$ cat src/rtl/mm_ram_arbiter.sv
// Two-requester arbiter for the 512x32 result SRAM: MAC result writes vs host reads.
// Optional MM_ARB_STATS_EN adds saturating grant and stall counters.
module mm_ram_arbiter #(
  parameter int ADDR_W   = 9,
  parameter int DATA_W   = 32,
  parameter int WR_W     = 18,
  parameter int MAX_WAIT = 4
) (
  input  logic              clk,
  input  logic              rst_n,
  input  logic              wr_req,
  input  logic [ADDR_W-1:0] wr_addr,
  input  logic [WR_W-1:0]   wr_data,
  output logic              wr_gnt,
  input  logic              rd_req,
  input  logic [ADDR_W-1:0] rd_addr,
  output logic              rd_gnt,
  output logic              rd_valid,
  output logic [DATA_W-1:0] rd_data,
  output logic [ADDR_W-1:0] ram_addr,
  output logic [DATA_W-1:0] ram_din,
  output logic              ram_men,
  output logic              ram_wen,
  output logic              ram_ren,
  input  logic [DATA_W-1:0] ram_dout,
`ifdef MM_ARB_STATS_EN
  output logic [15:0]       wr_cnt,
  output logic [15:0]       rd_cnt,
  output logic [15:0]       stall_cnt,
`endif
  output logic              busy
);

  localparam logic [3:0] MAXW = 4'(MAX_WAIT);

  logic [3:0] wait_cnt;
  logic       rd_pend;
  logic       rd_sat;

  assign rd_sat = rd_req && (wait_cnt == MAXW);
  // Grants are gated by rst_n so nothing reaches the SRAM while in reset
  assign rd_gnt = rst_n & rd_req & (~wr_req | rd_sat);
  assign wr_gnt = rst_n & wr_req & ~rd_sat;
  assign busy   = rd_req | wr_req | rd_pend;

  always_comb begin
    ram_addr = '0;
    ram_din  = '0;
    ram_men  = 1'b0;
    ram_wen  = 1'b0;
    ram_ren  = 1'b0;
    unique case (1'b1)
      wr_gnt: begin
        ram_men  = 1'b1;
        ram_wen  = 1'b1;
        ram_addr = wr_addr;
        ram_din  = {{(DATA_W-WR_W){1'b0}}, wr_data};
      end
      rd_gnt: begin
        ram_men  = 1'b1;
        ram_ren  = 1'b1;
        ram_addr = rd_addr;
      end
      default: ;
    endcase
  end

  always_ff @(posedge clk or negedge rst_n) begin
    if (!rst_n) begin
      wait_cnt <= '0;
      rd_pend  <= 1'b0;
      rd_valid <= 1'b0;
      rd_data  <= '0;
    end else begin
      if (!rd_req || rd_gnt)
        wait_cnt <= '0;
      else if (wait_cnt != MAXW)
        wait_cnt <= wait_cnt + 4'd1;
      rd_pend  <= rd_gnt;
      rd_valid <= rd_pend;
      if (rd_pend)
        rd_data <= ram_dout;
    end
  end

`ifdef MM_ARB_STATS_EN
  always_ff @(posedge clk or negedge rst_n) begin
    if (!rst_n) begin
      wr_cnt    <= '0;
      rd_cnt    <= '0;
      stall_cnt <= '0;
    end else begin
      if (wr_gnt && wr_cnt != 16'hFFFF)
        wr_cnt <= wr_cnt + 16'd1;
      if (rd_gnt && rd_cnt != 16'hFFFF)
        rd_cnt <= rd_cnt + 16'd1;
      if (rd_req && !rd_gnt && stall_cnt != 16'hFFFF)
        stall_cnt <= stall_cnt + 16'd1;
    end
  end
`endif

endmodule

$ cat config.mk
export PLATFORM = sky130hd
export DESIGN_NAME = mm_ram_arbiter
export DESIGN_NICKNAME = d
export VERILOG_FILES = /design/src/rtl/mm_ram_arbiter.sv
export SDC_FILE = /design/constraint.sdc
export NUM_CORES = 1
export LEC_CHECK = 0
export ABC_AREA = 0
export CORE_ASPECT_RATIO = 1.4
export CORE_MARGIN = 5
export CORE_UTILIZATION = 33
export CTS_CLUSTER_SIZE = 30
export DETAILED_ROUTE_END_ITERATION = 7
export GPL_TIMING_DRIVEN = 0
export PLACE_DENSITY = 0.81
export SETUP_SLACK_MARGIN = 0.4
export SLEW_MARGIN = 10
export SYNTH_ARGS = -nofsm -noshare
export SYNTH_HDL_FRONTEND = slang
export SYNTH_SLANG_ARGS = --single-unit
$ cat constraint.sdc
create_clock -name clk -period 2.4 [get_ports clk]
set_input_delay 0.48 -clock clk [delete_from_list [all_inputs] [get_ports clk]]
set_output_delay 0.48 -clock clk [all_outputs]
set_load 0.02 [all_outputs]
Word level (Yosys, flattened, before mapping)
Index checks and enable logic that the tools add are counted.
{"block": "totals", "elab_cells": 28, "regBits": 38, "inputBits": 72, "out_inout_bits": 80}
{"block": "classes", "n_reduce_logical": 5, "addsub": 1, "bitwise_logic": 9, "n_eq_ne": 2, "n_mux": 7}
{"operator": "$mux W18", "count": 1}
{"operator": "$pmux W9 S2", "count": 1}
{"operator": "$mux W4", "count": 2}
{"operator": "$add A4 B1 Y4 const B", "count": 1}
{"operator": "$and A1 B1 Y1", "count": 4}
{"operator": "$eq A4 B3 Y1 const B", "count": 1}
{"operator": "$ne A4 B3 Y1 const B", "count": 1}
{"operator": "$mux W1", "count": 3}
{"operator": "$or A1 B1 Y1", "count": 3}
{"operator": "$not A1 Y1", "count": 2}
{"operator": "$reduce_bool A2 Y1", "count": 1}
{"operator": "$reduce_or A2 Y1", "count": 1}
{"operator": "$logic_and A1 B1 Y1", "count": 1}
{"operator": "$logic_not A1 Y1", "count": 1}
{"operator": "$logic_or A1 B1 Y1", "count": 1}

Logic depth before layout (Yosys ltp)
{"block": "logic_depth", "depth_word": 6, "mapped_depth": 7, "mapped_depth_nobuf": 5}

Worst setup path before layout
No wires, ideal clock.
{"block": "synth_timing", "path_kind": "register to output", "from": "register wait_cnt[0]", "to": "output ram_addr[6]", "n_path_buf": 0, "path_stages_with_launch": 6, "slack_ns": 0.339, "required_ns": 1.920, "t_arrival_ns": 1.581, "path_cell_list": "dfrtp_1 inv_1 ha_1 nand3b_1 a21oi_2 a22o_1"}
{"block": "synth_via", "elab_chain_cells": 5, "word_cells_on_any_way": 7, "cone_classes": "eq/ne (1); mux (1); bitwise (4); reduce/logical (1)"}
{"item": "start: declaration", "line_no": "36", "source": "logic [3:0] wait_cnt;"}
{"item": "start signal: assignment", "line_no": "78", "source": "wait_cnt <= wait_cnt + 4'd1;"}
{"item": "$eq A4 B3 Y1 *", "line_no": "40", "source": "assign rd_sat = rd_req && (wait_cnt == MAXW);"}
{"item": "$logic_and A1 B1 Y1 *", "line_no": "40"}
{"item": "$or A1 B1 Y1 / $not A1 Y1 (equally long branches)", "line_no": "42, 43"}
{"item": "$and A1 B1 Y1 (on tied branches)", "line_no": "42, 43"}
{"item": "$pmux W9 S2 *", "line_no": "52", "source": "unique case (1'b1)"}
{"item": "end: declaration", "line_no": "20", "source": "output logic [ADDR_W-1:0] ram_addr,"}
Every way passes the cells marked *; elsewhere a longest branch is shown, timed or not.

Final worst setup path
{"block": "layout_timing", "from": "register wait_cnt[0]", "to": "output ram_addr[0]"}
Same word-level chain as after synthesis.

==> run_results.csv <==
group,metric,value,unit
layout,num-nets-final,398,
setup_path,worst-path-max-fanout,5,
drt,ant_nets,0,
die,fp-row-count,32,
global_routing,grt_pass1_vias,1904,
synthesis,syn_area_per_cell,12.5,um^2
clocking,clkLatencyLatePin,290,ps
setup_path,startpoint_type,"register",
setup_path,crit_buf_inv,4,
drt,drc_errors,0,
global_routing,grt_max_degree,19,
layout,fin_cells,393,
placement,dp_cells,370,
placement,gp_congestion,0.823,
die,die_h,99.7,um
synthesis,yosys-top-cells-area,"dfrtp_1, mux2_2, buf_4",
setup_path,crit_family,"buffers and inverters",
drt,vias_per_cell,4.53,
synthesis,yosysTopAreaCell,"dfrtp_1",
synthesis,synth-xor-area-share,0.461,%
synthesis,netlist_top_cells_count,"dfrtp_1, mux2_2, buf_4",
synthesis,synth_cells,152,
setup_path,slowest_stage,"dfrtp_1",
die,pin_count,152,
clocking,clk_pin_slew,80,ps
clocking,cts_buffers,5,
clocking,htreeDepth,2,
timing,report.final.hold_viol_count,0,
synthesis,yosysTopAreaCellShare,50.1,%
timing,min_period_over_period,96.2,%
synthesis,ys_ff_latch,38,
placement,io_buffers,136,
global_routing,overflow,0,
layout,antenna_cells,0,
clocking,cts_tree,"done",
die,fp.coreArea,0.00557,mm^2
drt,vias,1779,
timing,rsz0062_at_grt,"true",
synthesis,yosysSeqAreaShare,50.1,%
power,power.total,0.00234,W
global_routing,grt_usage,16.4,%
drt,drtPass1Iterations,4,
synthesis,async_flop_share,100,%
run,drv_cap,0,
synthesis,yosysWarnings,0,
setup_path,critical_path_class,"reg2out",
synthesis,synth_area,0.00190,mm^2
clocking,holdBufCountCts,0,
synthesis,synth_most_common_cell,"dfrtp_1",
setup_path,max_stage_delay,370,ps
die,die_area,0.00739,mm^2
clocking,ctsLongestPathBuffers,2,
setup_path,end_kind,"output pin",
timing,max_freq,433,MHz
synthesis,synth_ff_type,"dfrtp_1",
outcome,run_status,"finished clean",
timing,fin_skew,7.57,ps
layout,drive_above_1_share,44.3,%
drt,wl_per_cell,15.3,um
setup_path,required,1920,ps
synthesis,synth_top_family_by_area,"multiplexers",
synthesis,synth_compound_area_share,7.25,%
setup_path,cp.arrival,1830,ps
timing,drv_slew,0,
synthesis,synthMuxAreaShare,19.5,%
die,start_util,34.1,%
timing,setup_violations,0,
global_routing,antenna_found_initial,0,
placement,dp_hpwl,4710,um
drt,drtIter0Drc,15,
die,dieWidth,74.1,um
clocking,clockRootBuffer,"clkbuf_8",
synthesis,synth.distinct_cells,28,
synthesis,synth-edff-count,0,
setup_path,path_cells,"inv_2, ha_4, and3b_1, buf_6, a21oi_4, buf_4, a22o_2, buf_2",
drt,totalWireLength,6030,um
synthesis,synth_fa_ha_area_share,1.32,%
global_routing,grt_pass1_wl,9160,um
clocking,cts.sinks,38,
hold_path,hold_path.class,"in2async",
layout,area_growth,97.0,%
power,vdd_ir_drop_max,297,uV
power,p_per_area,625,mW/mm^2
power,leakagePower,1.73,nW
timing,min_period,2310,ps
synthesis,synth-simple-area-share,11.2,%
[worst paths after layout]
| check | slack, ps | to | cells past startpoint | from |
|---|---|---|---|---|
| worst max-delay path | 90 | ram_addr[0] | 8 | wait_cnt[0] |
| worst min-delay path | 20 | rd_data[23] | 1 | rst_n |
| worst max register to register | 1020 | rd_pend | 6 | wait_cnt[0] |
| worst min register to register | 370 | rd_valid | 0 | rd_pend |
| max in group asynchronous | 1910 | rd_data[2] | 2 | rst_n |
| min in group clk | 370 | rd_valid | 0 | rd_pend |
[per-stage QoR]
step                utilization, %  worst slack, ps  hold WS (ps)  setup TNS [ps]  instance area [um^2]
floorplan                        -              378           184               0                  1970
global placement              61.3            -1980           357          -70610                  3410
detailed placement            61.6             -577           341          -15580                  3430
CTS                           65.3             62.0          27.5               0                  3630
global route                  67.2            -17.3          14.8           -35.5                  3740
finish                        67.2             91.9          22.8               0                  3740
[worst reg2reg max path, delay by kind of cell (launching register included)]
| kind | cells | cell delay, ps |
|---|---|---|
| buf+inv | 3 | 410 |
| fa+ha+maj | 1 | 140 |
| simple gates | 1 | 160 |
| flops | 1 | 400 |
| compound gates | 1 | 220 |
[layer usage]
layer,up-vias,part of all wire [%],global-route usage [%]
li1,831,-,-
met4,0,2.2,6.83
met3,10,13,6.77
met1,822,31,14.6
met2,116,54,31.0
met5,-,0,0
[registers in the layout, summed over array words and instances (netlist names)]
| name | flops |
|---|---|
| rd_valid | 1 |
| rd_pend | 1 |
| wait_cnt | 4 |
| rd_data | 32 |
[final cells by class]
| class | instances | area (um^2) |
|---|---|---|
| Clock buffer | 5 | 68.8 |
| Inverter | 3 | 11.3 |
| Buffer | 24 | 193 |
| Multi-Input combinational cell | 100 | 852 |
| Tap cell | 68 | 85.1 |
| Clock inverter | 3 | 68.8 |
| Fill cell | 463 | 1830 |
| Sequential cell | 38 | 951 |
| Timing Repair Buffer | 152 | 1510 |
[layout by cell type (no fill, tap or decap), types with 2 or more instances in the layout]
cell,Yosys,layout
buf_4,16,25
dfrtp_1,38,38
nand2_1,5,5
nor2_1,4,4
conb_1,1,14
bufinv_16,0,2
dlygate4sd2_1,0,2
buf_2,4,13
a22o_2,8,8
a21oi_4,1,2
mux2_2,32,32
and2_4,0,11
buf_6,3,32
nand3_1,4,4
clkbuf_8,0,5
clkdlybuf4s50_1,0,101
and2_2,9,7
inv_2,0,2
[what timing repair did]
action                                  in CTS  in global routing
endpoints found under the setup margin      33                 33
pin swaps                                   10                  2
setup buffers                               10                  3
gates resized for setup                    173                 29
cloned                                       2                  0
[logic make-up (layout without fill, tap and decap cells)]
family                     count (synthesis)  in the layout
adders and majority gates                  2              2
buffers and inverters                     27            187
DFF                                       38             38
and+or+nand+nor                           36             36
other                                      1             14
AOI/OAI and AO/OA                         14             14
xor gates and xnor gates                   1              1
muxes                                     33             33
[power by group]
part | internal, W | switching, W
combinational | 0.000495 | 0.000380
sequential | 0.000756 | 0.0000566
clock | 0.000416 | 0.000234
Power figures use the tool's default switching activity.
